--- src/rtl/dmem_block_mover.sv ---
// dmem_block_mover: memmove/fill sequencer in front of a single-port data memory
//   Clk, Reset (async, active-low)
//   Start/Mode/SrcAddr/DstAddr/Len/FillData : transfer request, latched while idle
//   CoreAddr/CoreDataIn/CoreMemWrite        : core port, passed through while idle
//   MemDataOut (comb read) / MemAddr / MemDataIn / MemWrite : memory port
//   Busy/Stall : transfer running, Done : one-cycle completion pulse
module dmem_block_mover #(
    parameter int W = 8,
    parameter int A = 8
) (
    input  logic         Clk,
    input  logic         Reset,
    input  logic         Start,
    input  logic         Mode,
    input  logic [A-1:0] SrcAddr,
    input  logic [A-1:0] DstAddr,
    input  logic [A-1:0] Len,
    input  logic [W-1:0] FillData,
    input  logic [A-1:0] CoreAddr,
    input  logic [W-1:0] CoreDataIn,
    input  logic         CoreMemWrite,
    input  logic [W-1:0] MemDataOut,
    output logic [A-1:0] MemAddr,
    output logic [W-1:0] MemDataIn,
    output logic         MemWrite,
    output logic         Busy,
    output logic         Stall,
    output logic         Done
);
    typedef enum logic [1:0] {IDLE, RD, WR, FIN} state_t;
    state_t state_q, state_d;
    logic [A-1:0] src_q, src_d, dst_q, dst_d, cnt_q, cnt_d;
    logic [W-1:0] hold_q, hold_d, fill_q, fill_d;
    logic mode_q, mode_d, desc_q, desc_d, busy_q, busy_d, done_q, done_d;
    logic dn;
    logic [A-1:0] step;
    always_comb begin
        state_d = state_q;
        src_d = src_q;
        dst_d = dst_q;
        cnt_d = cnt_q;
        hold_d = hold_q;
        fill_d = fill_q;
        mode_d = mode_q;
        desc_d = desc_q;
        // copying towards higher addresses must run top-down to survive overlap
        dn = ~Mode && (DstAddr > SrcAddr);
        step = desc_q ? '1 : A'(1);
        case (state_q)
            IDLE: if (Start) begin
                if (Len == '0) begin
                    state_d = FIN;
                end else begin
                    mode_d = Mode;
                    desc_d = dn;
                    src_d = dn ? SrcAddr + Len - A'(1) : SrcAddr;
                    dst_d = dn ? DstAddr + Len - A'(1) : DstAddr;
                    cnt_d = Len;
                    fill_d = FillData;
                    state_d = Mode ? WR : RD;
                end
            end
            RD: begin
                hold_d = MemDataOut;
                state_d = WR;
            end
            WR: begin
                cnt_d = cnt_q - A'(1);
                src_d = src_q + step;
                dst_d = dst_q + step;
                state_d = (cnt_q == A'(1)) ? FIN : (mode_q ? WR : RD);
            end
            default: state_d = IDLE;
        endcase
        busy_d = (state_d == RD) || (state_d == WR);
        done_d = state_d == FIN;
    end
    always_ff @(posedge Clk or negedge Reset) begin
        if (!Reset) begin
            state_q <= IDLE;
            src_q <= '0;
            dst_q <= '0;
            cnt_q <= '0;
            hold_q <= '0;
            fill_q <= '0;
            mode_q <= 1'b0;
            desc_q <= 1'b0;
            busy_q <= 1'b0;
            done_q <= 1'b0;
        end else begin
            state_q <= state_d;
            src_q <= src_d;
            dst_q <= dst_d;
            cnt_q <= cnt_d;
            hold_q <= hold_d;
            fill_q <= fill_d;
            mode_q <= mode_d;
            desc_q <= desc_d;
            busy_q <= busy_d;
            done_q <= done_d;
        end
    end
    always_comb begin
        MemAddr = (state_q == RD) ? src_q : (state_q == WR) ? dst_q : CoreAddr;
        MemDataIn = (state_q == WR) ? (mode_q ? fill_q : hold_q) : CoreDataIn;
        MemWrite = (state_q == WR) ? 1'b1 : (state_q == RD) ? 1'b0 : CoreMemWrite;
        Busy = busy_q;
        Stall = busy_q;
        Done = done_q;
    end
endmodule

--- config.mk ---
export PLATFORM = sky130hd
export DESIGN_NAME = dmem_block_mover
export DESIGN_NICKNAME = d
export VERILOG_FILES = /design/src/rtl/dmem_block_mover.sv
export SDC_FILE = /design/constraint.sdc
export NUM_CORES = 1
export LEC_CHECK = 0
export CELL_PAD_IN_SITES_DETAIL_PLACEMENT = 0
export CELL_PAD_IN_SITES_GLOBAL_PLACEMENT = 1
export CORE_AREA = 3 3 112 114
export CTS_CLUSTER_DIAMETER = 80
export DETAILED_ROUTE_END_ITERATION = 10
export DIE_AREA = 0 0 115 117
export PLACE_DENSITY = 0.73
export SLEW_MARGIN = 20
export SYNTH_ARGS = -nofsm -noshare
export SYNTH_HDL_FRONTEND = slang
export SYNTH_SLANG_ARGS = --single-unit
--- constraint.sdc ---
create_clock -name Clk -period 1.9 [get_ports Clk]
set_input_delay 0.38 -clock Clk [delete_from_list [all_inputs] [get_ports Clk]]
set_output_delay 0.38 -clock Clk [all_outputs]
set_load 0.05 [all_outputs]
Yosys cells after proc, flatten, opt, wreduce, memory -nomap -nowiden
Index checks and enable logic that the tools add are counted.
W data, S select, Z words.
{ "word_totals": {"register_bits": 46, "in_bits": 61, "output_inout_bits": 20, "elab_cells": 59} }
{ "op_classes": {"addsub": 7, "n_lt_le_gt_ge": 1, "eq_ne": 8, "n_mux": 24, "bitwise_logic": 2, "reduce_logical": 7} }
{ "ops": {"columns": ["operator", "count"], "rows": [
  ["$mux W8", 13],
  ["$pmux W8 S2", 3],
  ["$add A8 B8 Y8", 4],
  ["$sub A8 B1 Y8 const B", 3],
  ["$mux W2", 5],
  ["$eq A8 B1 Y1 const B", 1],
  ["$gt A8 B8 Y1", 1],
  ["$logic_not A8 Y1", 1],
  ["$eq A2 B2 Y1 const B", 3],
  ["$pmux W2 S3", 1],
  ["$reduce_and A3 Y1", 2],
  ["$eq A2 B1 Y1 const B", 2],
  ["$ne A2 B2 Y1 const B", 2],
  ["$logic_not A2 Y1", 1],
  ["$mux W1", 2],
  ["$not A1 Y1", 2],
  ["$reduce_bool A2 Y1", 1],
  ["$logic_and A1 B1 Y1", 1],
  ["$logic_or A1 B1 Y1", 1]
]} }

Depth between registers and ports, before layout
{ "logic_depth": {"ltp_word": 6, "mapped_depth": 12, "ltp_nobuf": 12} }

Worst setup path after synthesis
Ideal clock, no wire load.
{ "synth_timing": {"kind": "register to output", "start": "register state_q[0]", "end": "output port MemDataIn[0]", "arrival_ps": 2064, "required_time_ps": 1520, "slack_ps": -544, "path_stages_with_launch": 7, "path_buffers": 3, "cell_sequence": "dfrtp_1 > buf_2 > nor2_1 > clkbuf_1 > clkbuf_1 > nor2_1 > a21oi_1"} }
{ "synth_between": {"elab_chain_cells": 2} }
{ "synth_rtl": {"columns": ["element", "line", "source"], "rows": [
  ["from (decl)", "31", "state_t state_q, state_d;"],
  ["from (signal assigned)", "91", "state_q <= state_d;"],
  ["$eq A2 B2 Y1", "105", "MemDataIn = (state_q == WR) ? (mode_q ? fill_q : hold_q) : CoreDataIn;"],
  ["$mux W8", "105", null],
  ["to (decl)", "24", "output logic [W-1:0] MemDataIn,"]
]} }
Every way passes these cells.

Worst setup path after layout
{ "layout_timing": {"start": "input port SrcAddr[1]", "end": "register src_q[7]"} }
{ "layout_between": {"elab_chain_cells": 6, "elab_cells_between_ends": 8, "cone_classes": "2 x add/sub; 1 x order compare; 4 x mux; 1 x reduce/logical"} }
{ "layout_rtl": {"columns": ["element", "line", "source"], "rows": [
  ["from (decl)", "15", "input logic [A-1:0] SrcAddr,"],
  ["$add A8 B8 Y8 or $gt A8 B8 Y1 (tied branches)", "56, 47", null],
  ["$sub A8 B1 Y8 or $logic_and A1 B1 Y1 (tied branches)", "56, 47", null],
  ["$mux W8 (*)", "56", "src_d = dn ? SrcAddr + Len - A'(1) : SrcAddr;"],
  ["$mux W8 (*)", "51", "if (Len == '0) begin"],
  ["$mux W8 (*)", "50", "IDLE: if (Start) begin"],
  ["$pmux W8 S2 (*)", "49", "case (state_q)"],
  ["to (signal assigned)", "92", "src_q <= src_d;"],
  ["to (decl)", "32", "logic [A-1:0] src_q, src_d, dst_q, dst_d, cnt_q, cnt_d;"]
]} }
Every way passes the cells marked *; elsewhere a longest branch is shown, timed or not. The select of a mux whose other input is x is not followed.
A chain may end at the register's enable or synchronous reset.

==> reports/metrics.cfg <==
[global_route]
grt_pass1_wl_um=20800
grt_overflow=0
grt_pass1_vias=4219
antenna_found_initial=0
grt_max_degree=26
track_usage_pct=19.4

[die]
die_w_um=115
die_area_um2=13500
start_util_pct=34.9
core-area_um2=11500
rows=39
die_h_um=117
ios=81

[synthesis]
syn_inst=475
ys_ff_latch=46
netlist_area_um2=4020
ys.flop_type=dfrtp_1
ys_warn_count=0
async_flop_share_pct=100
muxShareOfSynthArea_pct=7.47
ys_seq_area_share_pct=28.6
synth_fp_nets=589
synth_compound_gate_area_share_pct=19.1
synth-xor-area-share_pct=5.67
yosysUniqueCellTypes=50
postSynthAreaPerCell_um2=8.46
synth_enable_flop_cells=0
synth_top_family_by_area=compound AO/OA/AOI/OAI gates
synth_fa_ha_area_share_pct=17.5
synth-simple-area-share_pct=13.3

[sta]
worst_pin_slew_ps=523
max_freq_mhz=459
hold_violations=0
skew_ps=5.15
maxSlewViolCount=0
finalSetupViolCount=22
finalWorstPathRequiredPeriod_ps=2180
fin_crit_sh_pct=115
rsz0062_at_grt=true
final.setup.worst_slack_ps=-279
slew-limit-headroom_pct=65.2

[clocking]
insertion_delay_ps=290
tritoncts=built
cts_buffers=5
clk_pin_slew_ps=70
clock_path_buffers=2
cts_max_level=2
clockRootBuffer=clkbuf_16
hold_buffers=0
cts_sinks=46

[detailed_routing]
drtPass1Iterations=4
route.detailed.drc=0
dr_total_vias=4155
drt_iter0_drc=145
viasPerCell=5.12
wl_um=14100
antenna_left=0
wl_per_cell_um=17.3

[critical_path]
rr_startpoint=desc_q
cp-start-kind=input pin
crit_path_cell_trace=buf_12 -> inv_16 -> ha_4 -> inv_4 -> ha_4 -> fa_2 -> a21oi_2 -> o211ai_1 -> a21oi_2 -> xnor2_1 -> nand2_1 -> xnor2_2 -> a211oi_2
cp_slowest_stage_delay_ps=390
crit_path_end_kind=register
reg2reg_to=src_q[6]
ff2ff_setup_slack_ps=-230
critical_path_class=input pin to register
cp_slowest_cell=fa_2
worst_ep_arrival_time_ps=2380
crit_fanout=2
cp.required_ps=2100
cp_top_family=adder cells
worst-path-buf-inv=3
reg2reg_depth=10

[final_layout]
most-common-layout-cells=buf_4, dfrtp_1, nand2_1, clkdlybuf4s50_1, inv_1
fin_util_pct=64.4
nFillCells=922
drive_gt1_share_pct=52.2
nNetsFinal=782
syn2layout_area_growth_pct=84.6
fin_cells=812
antenna_cells=0
regArea_um2=1150
final_common_cell=buf_4
multi_input_area_um2=3610

[placed_design]
portBuffers=80
hpwl_um=9630
dp.cells=781
gp_congestion=0.855

[power_and_ir_drop]
peakVddDrop_uv=630
p_per_area_nw_per_um2=1660
cellLeakagePower_uw=0.00323

[status]
violations=setup timing
status=finished with violations

[flow_run]
cap_viol_max_count=0

[hold_path]
hold_path_class=input pin to async pin

[how the worst max path moves through the flow]
stage | startpoint | end | slack (ps) | depth (start not counted)
global route | SrcAddr[1] | src_q[7] | -390 | 13
floorplan | Len[1] | dst_q[7] | -290 | 12
CTS | Len[1] | src_q[7] | -340 | 14
finish | SrcAddr[1] | src_q[7] | -280 | 13
detailed placement | SrcAddr[1] | src_q[7] | -1110 | 14
global placement | SrcAddr[1] | src_q[3] | -1070 | 13
[report_power, final]
group	total [uW]	internal [uW]	switching, uW
Combinational	9370	4560	4810
Sequential	1970	1490	479
Clock	1010	622	385
Total	12300	6670	5670
[worst register-to-register path, cell delays in order (launching register included)]
cell and delay (ps):
dfrtp_2 470, buf_4 170, inv_2 90, fa_2 220, nor2b_1 50, o21a_1 180, o21ai_1 140, nand2b_1 110
a21oi_2 200, xor2_1 110, a221oi_2 300
[flip-flops by register name, summed over array words and instances (netlist names), 2 cells and up]
name,count
src_q,8
dst_q,8
fill_q,8
cnt_q,8
hold_q,8
state_q,2
[stage by stage]
step | power (uW) | setup WS, ps | TNS [ps] | area, um2 | hold slack [ps]
2_1_floorplan | 6740 | -289 | -762 | 4400 | 84.4
4_1_cts | 11600 | -336 | -3330 | 6970 | 79.4
3_3_place_gp | 9400 | -1070 | -29300 | 6140 | 377
5_1_grt | 13200 | -392 | -4860 | 7420 | 102
6_report | 12300 | -279 | -3110 | 7420 | 66.5
3_5_place_dp | 9590 | -1110 | -30480 | 6140 | 386
[per-layer routing]
layer / share of wire, % / track usage (%) / up-vias
met3: 3.0 / 2.11 / 17
met2: 51 / 33.5 / 86
met5: 0 / 0 / -
met1: 44 / 26.4 / 2014
met4: 1.3 / 3.83 / 0
li1: - / - / 2038
[cells by family after synthesis]
| family | count (synthesis) |
|---|---|
| AO/OA/AOI/OAI | 124 |
| XOR/XNOR | 26 |
| adder cells (fa/ha/maj) | 54 |
| buffers and inverters | 80 |
| flip-flops | 46 |
| multiplexers | 29 |
| AND/OR/NAND/NOR | 116 |
[cell usage after synthesis, types with 5 or more instances]
| cell type | count | share of area (%) |
|---|---|---|
| a211oi_1 | 15 | 2.8 |
| a21o_1 | 5 | 0.93 |
| a21oi_1 | 45 | 5.6 |
| buf_2 | 6 | 0.75 |
| clkbuf_1 | 5 | 0.47 |
| dfrtp_1 | 46 | 29 |
| ha_1 | 49 | 15 |
| inv_1 | 61 | 5.7 |
| mux2_2 | 8 | 2.2 |
| mux2i_1 | 21 | 5.2 |
| nand2_1 | 47 | 4.4 |
| nand3_1 | 6 | 0.75 |
| nor2_1 | 34 | 3.2 |
| nor2b_1 | 11 | 1.7 |
| o211ai_1 | 6 | 1.1 |
| o21ai_0 | 24 | 3.0 |
| o22ai_1 | 7 | 1.1 |
| xnor2_1 | 19 | 4.1 |
| xor2_1 | 7 | 1.5 |
[cell type report]
cell class	count	area share, %
Clock buffer	6	1.74
Inverter	61	3.98
Multi-Input combinational cell	350	48.7
Timing Repair Buffer	204	27.1
Sequential cell	46	15.6
Clock inverter	2	0.506
Tap cell	143	2.41
[what timing repair did]
item,CTS,global route
cloned,6,1
pin swaps,56,66
resized for setup,175,141
setup buffers,27,8
setup endpoints to repair,54,52
No activity file was read; power rests on OpenSTA's default activity.
